File: src/rtl/inst_fetch_unit.sv
// Instruction fetch front end.
// Holds the fetch PC and keeps at most one read outstanding to instruction memory
// (req/ack). Returned words are queued with their PCs in a small circular FIFO and
// presented to decode with a valid/ready handshake. Supports branch redirect (flush,
// discard of an in-flight read) and halt (no new reads).
//
// Ports:
//   clk                clock, rising edge
//   rst                synchronous active-low reset
//   i_halt             suppress new fetch requests
//   i_redirect_valid   branch taken: flush and refetch from i_redirect_addr
//   i_redirect_addr    branch target
//   o_mem_req          read request (registered)
//   o_mem_addr         read address (registered, stable while o_mem_req)
//   i_mem_ack          one-cycle completion pulse, i_mem_rdata valid with it
//   i_mem_rdata        fetched instruction
//   o_if_valid         buffer head valid
//   o_if_inst          head instruction
//   o_if_pc            head PC
//   i_if_ready         decode accepts head when o_if_valid && i_if_ready
module inst_fetch_unit #(
  parameter int unsigned INST_ADDR_WIDTH   = 16,
  parameter int unsigned INST_WIDTH        = 16,
  parameter int unsigned NUM_BYTES_IN_INST = 2,
  parameter int unsigned BUF_DEPTH         = 2
) (
  input  logic                       clk,
  input  logic                       rst,
  input  logic                       i_halt,
  input  logic                       i_redirect_valid,
  input  logic [INST_ADDR_WIDTH-1:0] i_redirect_addr,
  output logic                       o_mem_req,
  output logic [INST_ADDR_WIDTH-1:0] o_mem_addr,
  input  logic                       i_mem_ack,
  input  logic [INST_WIDTH-1:0]      i_mem_rdata,
  output logic                       o_if_valid,
  output logic [INST_WIDTH-1:0]      o_if_inst,
  output logic [INST_ADDR_WIDTH-1:0] o_if_pc,
  input  logic                       i_if_ready
);

  localparam int unsigned PtrW = $clog2(BUF_DEPTH);
  localparam int unsigned CntW = PtrW + 1;

  typedef enum logic [0:0] {StIdle, StWait} state_e;

  state_e                     r_state;
  logic [INST_ADDR_WIDTH-1:0] r_fetch_pc;
  logic                       r_mem_req;
  logic [INST_ADDR_WIDTH-1:0] r_mem_addr;
  logic                       r_discard;
  logic [PtrW-1:0]            r_head;
  logic [PtrW-1:0]            r_tail;
  logic [CntW-1:0]            r_count;
  logic [INST_WIDTH-1:0]      r_buf_inst [BUF_DEPTH];
  logic [INST_ADDR_WIDTH-1:0] r_buf_pc   [BUF_DEPTH];
  logic [INST_WIDTH-1:0]      r_if_inst;
  logic [INST_ADDR_WIDTH-1:0] r_if_pc;

  logic                       w_ack;
  logic                       w_pop;
  logic                       w_push;
  logic [CntW-1:0]            w_count_next;
  logic                       w_issue;
  logic [INST_ADDR_WIDTH-1:0] w_fetch_pc_next;
  logic [PtrW-1:0]            w_head_next;
  logic [PtrW-1:0]            w_tail_next;
  logic                       w_head_load;
  logic [INST_WIDTH-1:0]      w_head_inst;
  logic [INST_ADDR_WIDTH-1:0] w_head_pc;

  always_comb begin
    w_ack  = (r_state == StWait) && i_mem_ack;
    // Redirect takes priority: it flushes the buffer, so neither pop nor push happen.
    w_pop  = (r_count != '0) && i_if_ready && !i_redirect_valid;
    w_push = w_ack && !r_discard && !i_redirect_valid;

    w_count_next = i_redirect_valid ? '0 : r_count + CntW'(w_push) - CntW'(w_pop);
    // A request is only issued if its data is guaranteed a free slot.
    w_issue      = !i_halt && (w_count_next < CntW'(BUF_DEPTH));

    if (i_redirect_valid) begin
      w_fetch_pc_next = i_redirect_addr;
    end else if (w_push) begin
      w_fetch_pc_next = r_mem_addr + INST_ADDR_WIDTH'(NUM_BYTES_IN_INST);
    end else begin
      w_fetch_pc_next = r_fetch_pc;
    end

    w_head_next = r_head;
    w_tail_next = r_tail;
    if (i_redirect_valid) begin
      w_tail_next = r_head;
    end else begin
      if (w_pop)  w_head_next = r_head + PtrW'(1);
      if (w_push) w_tail_next = r_tail + PtrW'(1);
    end

    // Next head entry may be the word being written this very edge.
    w_head_load = (w_count_next != '0);
    if (w_push && (r_tail == w_head_next)) begin
      w_head_inst = i_mem_rdata;
      w_head_pc   = r_mem_addr;
    end else begin
      w_head_inst = r_buf_inst[w_head_next];
      w_head_pc   = r_buf_pc[w_head_next];
    end
  end

  always_ff @(posedge clk) begin
    if (!rst) begin
      r_state    <= StIdle;
      r_fetch_pc <= '0;
      r_mem_req  <= 1'b0;
      r_mem_addr <= '0;
      r_discard  <= 1'b0;
      r_head     <= '0;
      r_tail     <= '0;
      r_count    <= '0;
      r_if_inst  <= '0;
      r_if_pc    <= '0;
      for (int i = 0; i < int'(BUF_DEPTH); i++) begin
        r_buf_inst[i] <= '0;
        r_buf_pc[i]   <= '0;
      end
    end else begin
      r_fetch_pc <= w_fetch_pc_next;
      r_head     <= w_head_next;
      r_tail     <= w_tail_next;
      r_count    <= w_count_next;
      if (w_push) begin
        r_buf_inst[r_tail] <= i_mem_rdata;
        r_buf_pc[r_tail]   <= r_mem_addr;
      end
      if (w_head_load) begin
        r_if_inst <= w_head_inst;
        r_if_pc   <= w_head_pc;
      end

      unique case (r_state)
        StIdle: begin
          if (w_issue) begin
            r_state    <= StWait;
            r_mem_req  <= 1'b1;
            r_mem_addr <= w_fetch_pc_next;
          end
        end
        StWait: begin
          if (!i_mem_ack) begin
            // Read stays outstanding; a redirect marks its data for discard.
            if (i_redirect_valid) r_discard <= 1'b1;
          end else begin
            r_discard <= 1'b0;
            if (w_issue) begin
              r_mem_addr <= w_fetch_pc_next;
            end else begin
              r_state   <= StIdle;
              r_mem_req <= 1'b0;
            end
          end
        end
        default: begin
          r_state   <= StIdle;
          r_mem_req <= 1'b0;
        end
      endcase
    end
  end

  assign o_mem_req  = r_mem_req;
  assign o_mem_addr = r_mem_addr;
  assign o_if_valid = (r_count != '0);
  assign o_if_inst  = r_if_inst;
  assign o_if_pc    = r_if_pc;

endmodule

File: config.mk
export PLATFORM = sky130hd
export DESIGN_NAME = inst_fetch_unit
export DESIGN_NICKNAME = d
export VERILOG_FILES = /design/src/rtl/inst_fetch_unit.sv
export SDC_FILE = /design/constraint.sdc
export NUM_CORES = 1
export LEC_CHECK = 0
export CAP_MARGIN = 10
export CORE_MARGIN = 2
export CORE_UTILIZATION = 45
export CTS_CLUSTER_SIZE = 20
export DETAILED_ROUTE_END_ITERATION = 16
export PLACE_DENSITY_LB_ADDON = 0.1
export SYNTH_ARGS = -nofsm -noshare
export SYNTH_HDL_FRONTEND = slang
export SYNTH_SLANG_ARGS = --single-unit
File: constraint.sdc
create_clock -name clk -period 5.3 [get_ports clk]
set_input_delay 1.06 -clock clk [delete_from_list [all_inputs] [get_ports clk]]
set_output_delay 1.06 -clock clk [all_outputs]
set_load 0.02 [all_outputs]
; Yosys cells after proc, flatten, opt, wreduce, memory -nomap -nowiden
; Memory sizes are Yosys's and may differ from the RTL's. A register that Yosys moved wholly into a read port is not among the register bits.
; Index checks and enable logic that the tools add are counted.
[totals]
regBits = 39
mem_bits_rw = 64
in_bits = 38
out_inout_bits = 50
word_cells = 68
n_memories = 2
[memory_table]
columns = memory, words, width, rd, rd_ports_with_merged_regs, write_ports, line_no
row1 = r_buf_inst, 2, 16, 1, 1, 2, 55  ; logic [INST_WIDTH-1:0] r_buf_inst [BUF_DEPTH];
row2 = r_buf_pc, 2, 16, 1, 1, 2, 56  ; logic [INST_ADDR_WIDTH-1:0] r_buf_pc [BUF_DEPTH];
[classes]
add_sub_neg = 5
n_lt_le_gt_ge = 1
eq_ne = 3
n_mux = 29
bitwise_logic = 1
reduce_logical = 19
[ops]
columns = cell, count
row1 = $mux 16, 6
row2 = $pmux 16 s2, 1
row3 = $reduce_or 16->1, 2
row4 = $mux 1, 19
row5 = $add 16x2->16 const B, 1
row6 = $reduce_bool 2->1, 4
row7 = $logic_and 1x1->1, 6
row8 = $ne 2x2->1 const B, 3
row9 = $logic_not 1->1, 5
row10 = $pmux 1 s2, 2
row11 = $reduce_and 3->1, 1
row12 = $add 1x1->1 const B, 2
row13 = $add 2x1->2, 1
row14 = $lt 2x2->1 const B, 1
row15 = $mux 2, 1
row16 = $reduce_and 2->1, 1
row17 = $sub 2x1->2, 1
row18 = $not 1->1, 1

; Depth between registers and ports, before layout
[depth]
depth_word = 11
ltp_mapped = 13

; Worst setup path after synthesis
; OpenSTA, ideal clock, no wires.
[synth_path]
path_kind = input port to flip-flop
start = in i_redirect_valid
end = mem r_buf_inst[0][0] (enable)
setup_ns = 0.466
t_arrival_ns = 4.007
required_time_ns = 4.834
path_slack_ns = 0.827
cell_stages = 4
path_buffers = 1
cell_sequence = and4bb_2 -> inv_1 -> clkbuf_1 -> o21ai_0
[synth_lines]
columns = item, line_no
row1 = "start, declared", 30  ; input logic i_redirect_valid,
row2 = "end, declared", 55

; Worst setup path in the final report
[layout_path]
start = in i_redirect_valid
end = reg r_if_inst[1] (netlist: o_if_inst[1]), read port of r_buf_inst
[layout_between]
elab_chain_len = 6
word_cells_on_any_way = 9
cone_classes = add/sub: 2 / mux: 3 / reduce/logical: 4
[layout_lines]
columns = item, line_no
row1 = $logic_not 1->1, "75, 76"
row2 = $logic_and 1x1->1, 76  ; w_push = w_ack && !r_discard && !i_redirect_valid;
row3 = $add 2x1->2, 78  ; w_count_next = i_redirect_valid ? '0 : r_count + CntW'(w_push) - CntW'(w_pop);
row4 = $sub 2x1->2, 78
row5 = $mux 2, 78
row6 = $reduce_bool 2->1, 100  ; w_head_load = (w_count_next != '0);
row7 = "end, declared", 57  ; logic [INST_WIDTH-1:0] r_if_inst;
; Several ways; a longest one is shown, not always the timed one.
; A chain may end at the register's enable or synchronous reset.

==> flow_summary.ini <==
[drt]
postRouteAntennaNets = 0
first_pass_iters = 5
wirelength_mm = 20.0
vias_per_cell = 6.02
dr_total_vias = 6197
wl_per_cell_um = 19.4
route.detailed.drc = 0
drt-initial-drc-count = 558

[yosys]
yosys.area.top_type = edfxtp_1
avgSynthCellArea_um2 = 8.98
synth_common_cells = nand2_1, dfxtp_1, nand2b_1
synth_most_common_cell = nand2_1
synth_top_area_share_pct = 27.6
syn-cell-area_um2 = 6960
yosys_most_used_dff = dfxtp_1
synth_xor_xnor_area_share_pct = 1.29
synth_area_leaders = edfxtp_1, dfxtp_1, nand2b_1
async_flop_share_pct = 0
synthMuxAreaShare_pct = 1.62
synth_cell_type_count = 50
yosysSeqAreaShare_pct = 48.0
synth_compound_area_share_pct = 20.1
synth_edf_count = 64
syn_inst = 775
yosys_warnings = 0
synth_fp_nets = 816
synth_fa_ha_area_share_pct = 0.539
yosys.area_share.simple_pct = 22.1
synth_top_family_by_area = simple AND/OR/NAND/NOR gates
ys_ff_latch = 135

[worst_setup_path]
critPathTopFamily = buffers and inverters
path_cells = clkdlybuf4s50_1 -> and4bb_2 -> inv_1 -> ha_1 -> inv_1 -> ha_1 -> xnor3_1 -> a21oi_2 -> buf_4 -> o21ai_0 -> o221ai_1
crit_arrival_ps = 4170
crit_fanout = 18
critPathBufInv = 4
startpoint_type = input port
cp-end-kind = flip-flop
critPathMaxStageDelay_ps = 590
required_ps = 5630
critical_path_class = input port to flip-flop
cpMaxStageDelayCell = a21oi_2

[pwr]
leakage_nw = 3.03
irDropWorstVdd_mv = 0.252
swShare_pct = 23.8
switching_power_mw = 0.633
p_comb_share_pct = 9.9
power.density_nw_per_um2 = 310
p_int_mw = 2.02
seq_power_share_pct = 44.2
p_clk_share_pct = 45.9

[timing]
fin_ws_ps = 1460
rsz0062_at_grt = false
hold_ws_ps = 471
worst_slew_pin_slew_ps = 1070
finalSetupViolCount = 0
finalSetupTns_ps = 0
slew-limit-headroom_pct = 28.3
max_freq_mhz = 260
period_needed_ps = 3840
fin_crit_sh_pct = 72.5
fin_skew_ps = 8.82
hold_viol_final = 0
maxSlewViolCount = 0

[run_status]
status = completed

[cts]
hold_buffers = 0
clk_path_buf_depth = 2
post-cts-setup-buffer-count = 0
path_clk_slew_ps = 50
ctsResizeCount = 0
clock_latency_ps = 420
cts_buffers = 17
cts_root_buf = clkbuf_16
cts_tree = yes
htreeDepth = 4
clock_sinks = 135

[min_path]
hold_path.class = flip-flop to flip-flop

[final_layout]
fin_cells = 1029
area_delta_synth_final_pct = 23.2
drive_above_1_share_pct = 7.37
regArea_um2 = 3340
diodes = 0
nets = 869
fillCellCount = 1325
multiInputGateArea_um2 = 3190

[global_routing]
met2_usage_pct = 40.6
grt_use_met3_pct = 4.03
grt_use_total_pct = 24.6
grt_max_degree = 87
grt_pass1_vias = 5995
grt_pass1_wl_mm = 31.3
antenna_found_initial = 0
top_usage_layer = met2
gr-total-overflow = 0
use_met1_pct = 32.9

[floorplanning]
rows = 45
core_um2 = 15100
ios = 88
start_util_pct = 46.0
dieArea_um2 = 16500
die-height_um = 128
die_w_um = 128

[place]
place_ws_ps = 1070
placed_cells = 997
io_buffers = 87
routabilityCongestion = 0.817
dpl.hpwl_mm = 12.2

[run]
maxCapViolCount = 0
## cell usage in the layout, fill, tap and decap left out, types with 21 or more instances in the layout
cell,count
dfxtp_1,70
nor2_1,52
nand3_1,37
inv_1,37
nand2_1,87
o221ai_1,32
clkbuf_16,21
nand2b_1,68
edfxtp_1,64
a211oi_1,33
nor4_1,37
a22oi_1,32
o21ai_0,41
clkdlybuf4s50_1,86
## cells by family after synthesis
| kind of cell | after synthesis |
|---|---|
| adders and majority gates | 3 |
| buffers and inverters | 111 |
| DFF | 135 |
| AOI/OAI and AO/OA | 200 |
| xor gates and xnor gates | 7 |
| and+or+nand+nor | 308 |
| muxes | 11 |
## state kept, by name, summed over array words and instances (netlist names)
register    flops
o_mem_req       1
r_fetch_pc     16
o_mem_addr     16
r_state         1
r_discard       1
o_if_inst      16
r_buf_inst     32
r_head          1
r_tail          1
r_buf_pc       32
r_count         2
o_if_pc        16
## worst paths after layout
kind	start	cells after the start	slack, ps	end
hold reg to reg	o_mem_req$_SDFFE_PN0P_	1	470	o_mem_req$_SDFFE_PN0P_
hold / removal	o_mem_req$_SDFFE_PN0P_	1	470	o_mem_req$_SDFFE_PN0P_
setup / recovery	i_redirect_valid	11	1460	o_if_inst[1]$_SDFFE_PN0P_
setup reg to reg	r_state$_SDFF_PN0_	10	2240	o_if_inst[1]$_SDFFE_PN0P_
## per-layer routing
metal | wire length, um | vias to the layer above
met3 | 1160 | 25
met1 | 8800 | 3001
met4 | 302 | 0
met2 | 9720 | 232
li1 | - | 2939
met5 | 0 | -
## area by class of cell
cell class / count / area share [%]
clock inverters: 4 / 0.233
multi-input cells: 529 / 37.1
inverters: 39 / 1.71
clock buffers: 28 / 7.13
well taps: 188 / 2.74
flip-flops and latches: 135 / 39.0
repair buffers: 106 / 12.0
## power groups by stage
| stage | clock network [mW] | registers (mW) | logic, mW |
|---|---|---|---|
| 6_report | 1.22 | 1.17 | 0.262 |
| 5_1_grt | 1.27 | 1.18 | 0.283 |
| 3_5_place_dp | 0 | 1.19 | 0.260 |
| 4_1_cts | 1.23 | 1.17 | 0.261 |
| 3_3_place_gp | 0 | 1.19 | 0.255 |
| 2_1_floorplan | 0 | 1.20 | 0.136 |
## through the flow
stage / util (%) / power, mW / area (um^2)
floorplan: - / 1.34 / 6960
global placement: 52.5 / 1.45 / 7950
detailed placement: 52.5 / 1.45 / 7950
CTS: 56.6 / 2.66 / 8580
global route: 56.6 / 2.73 / 8580
finish: 56.6 / 2.66 / 8580
(Power assumes the default switching activity.)
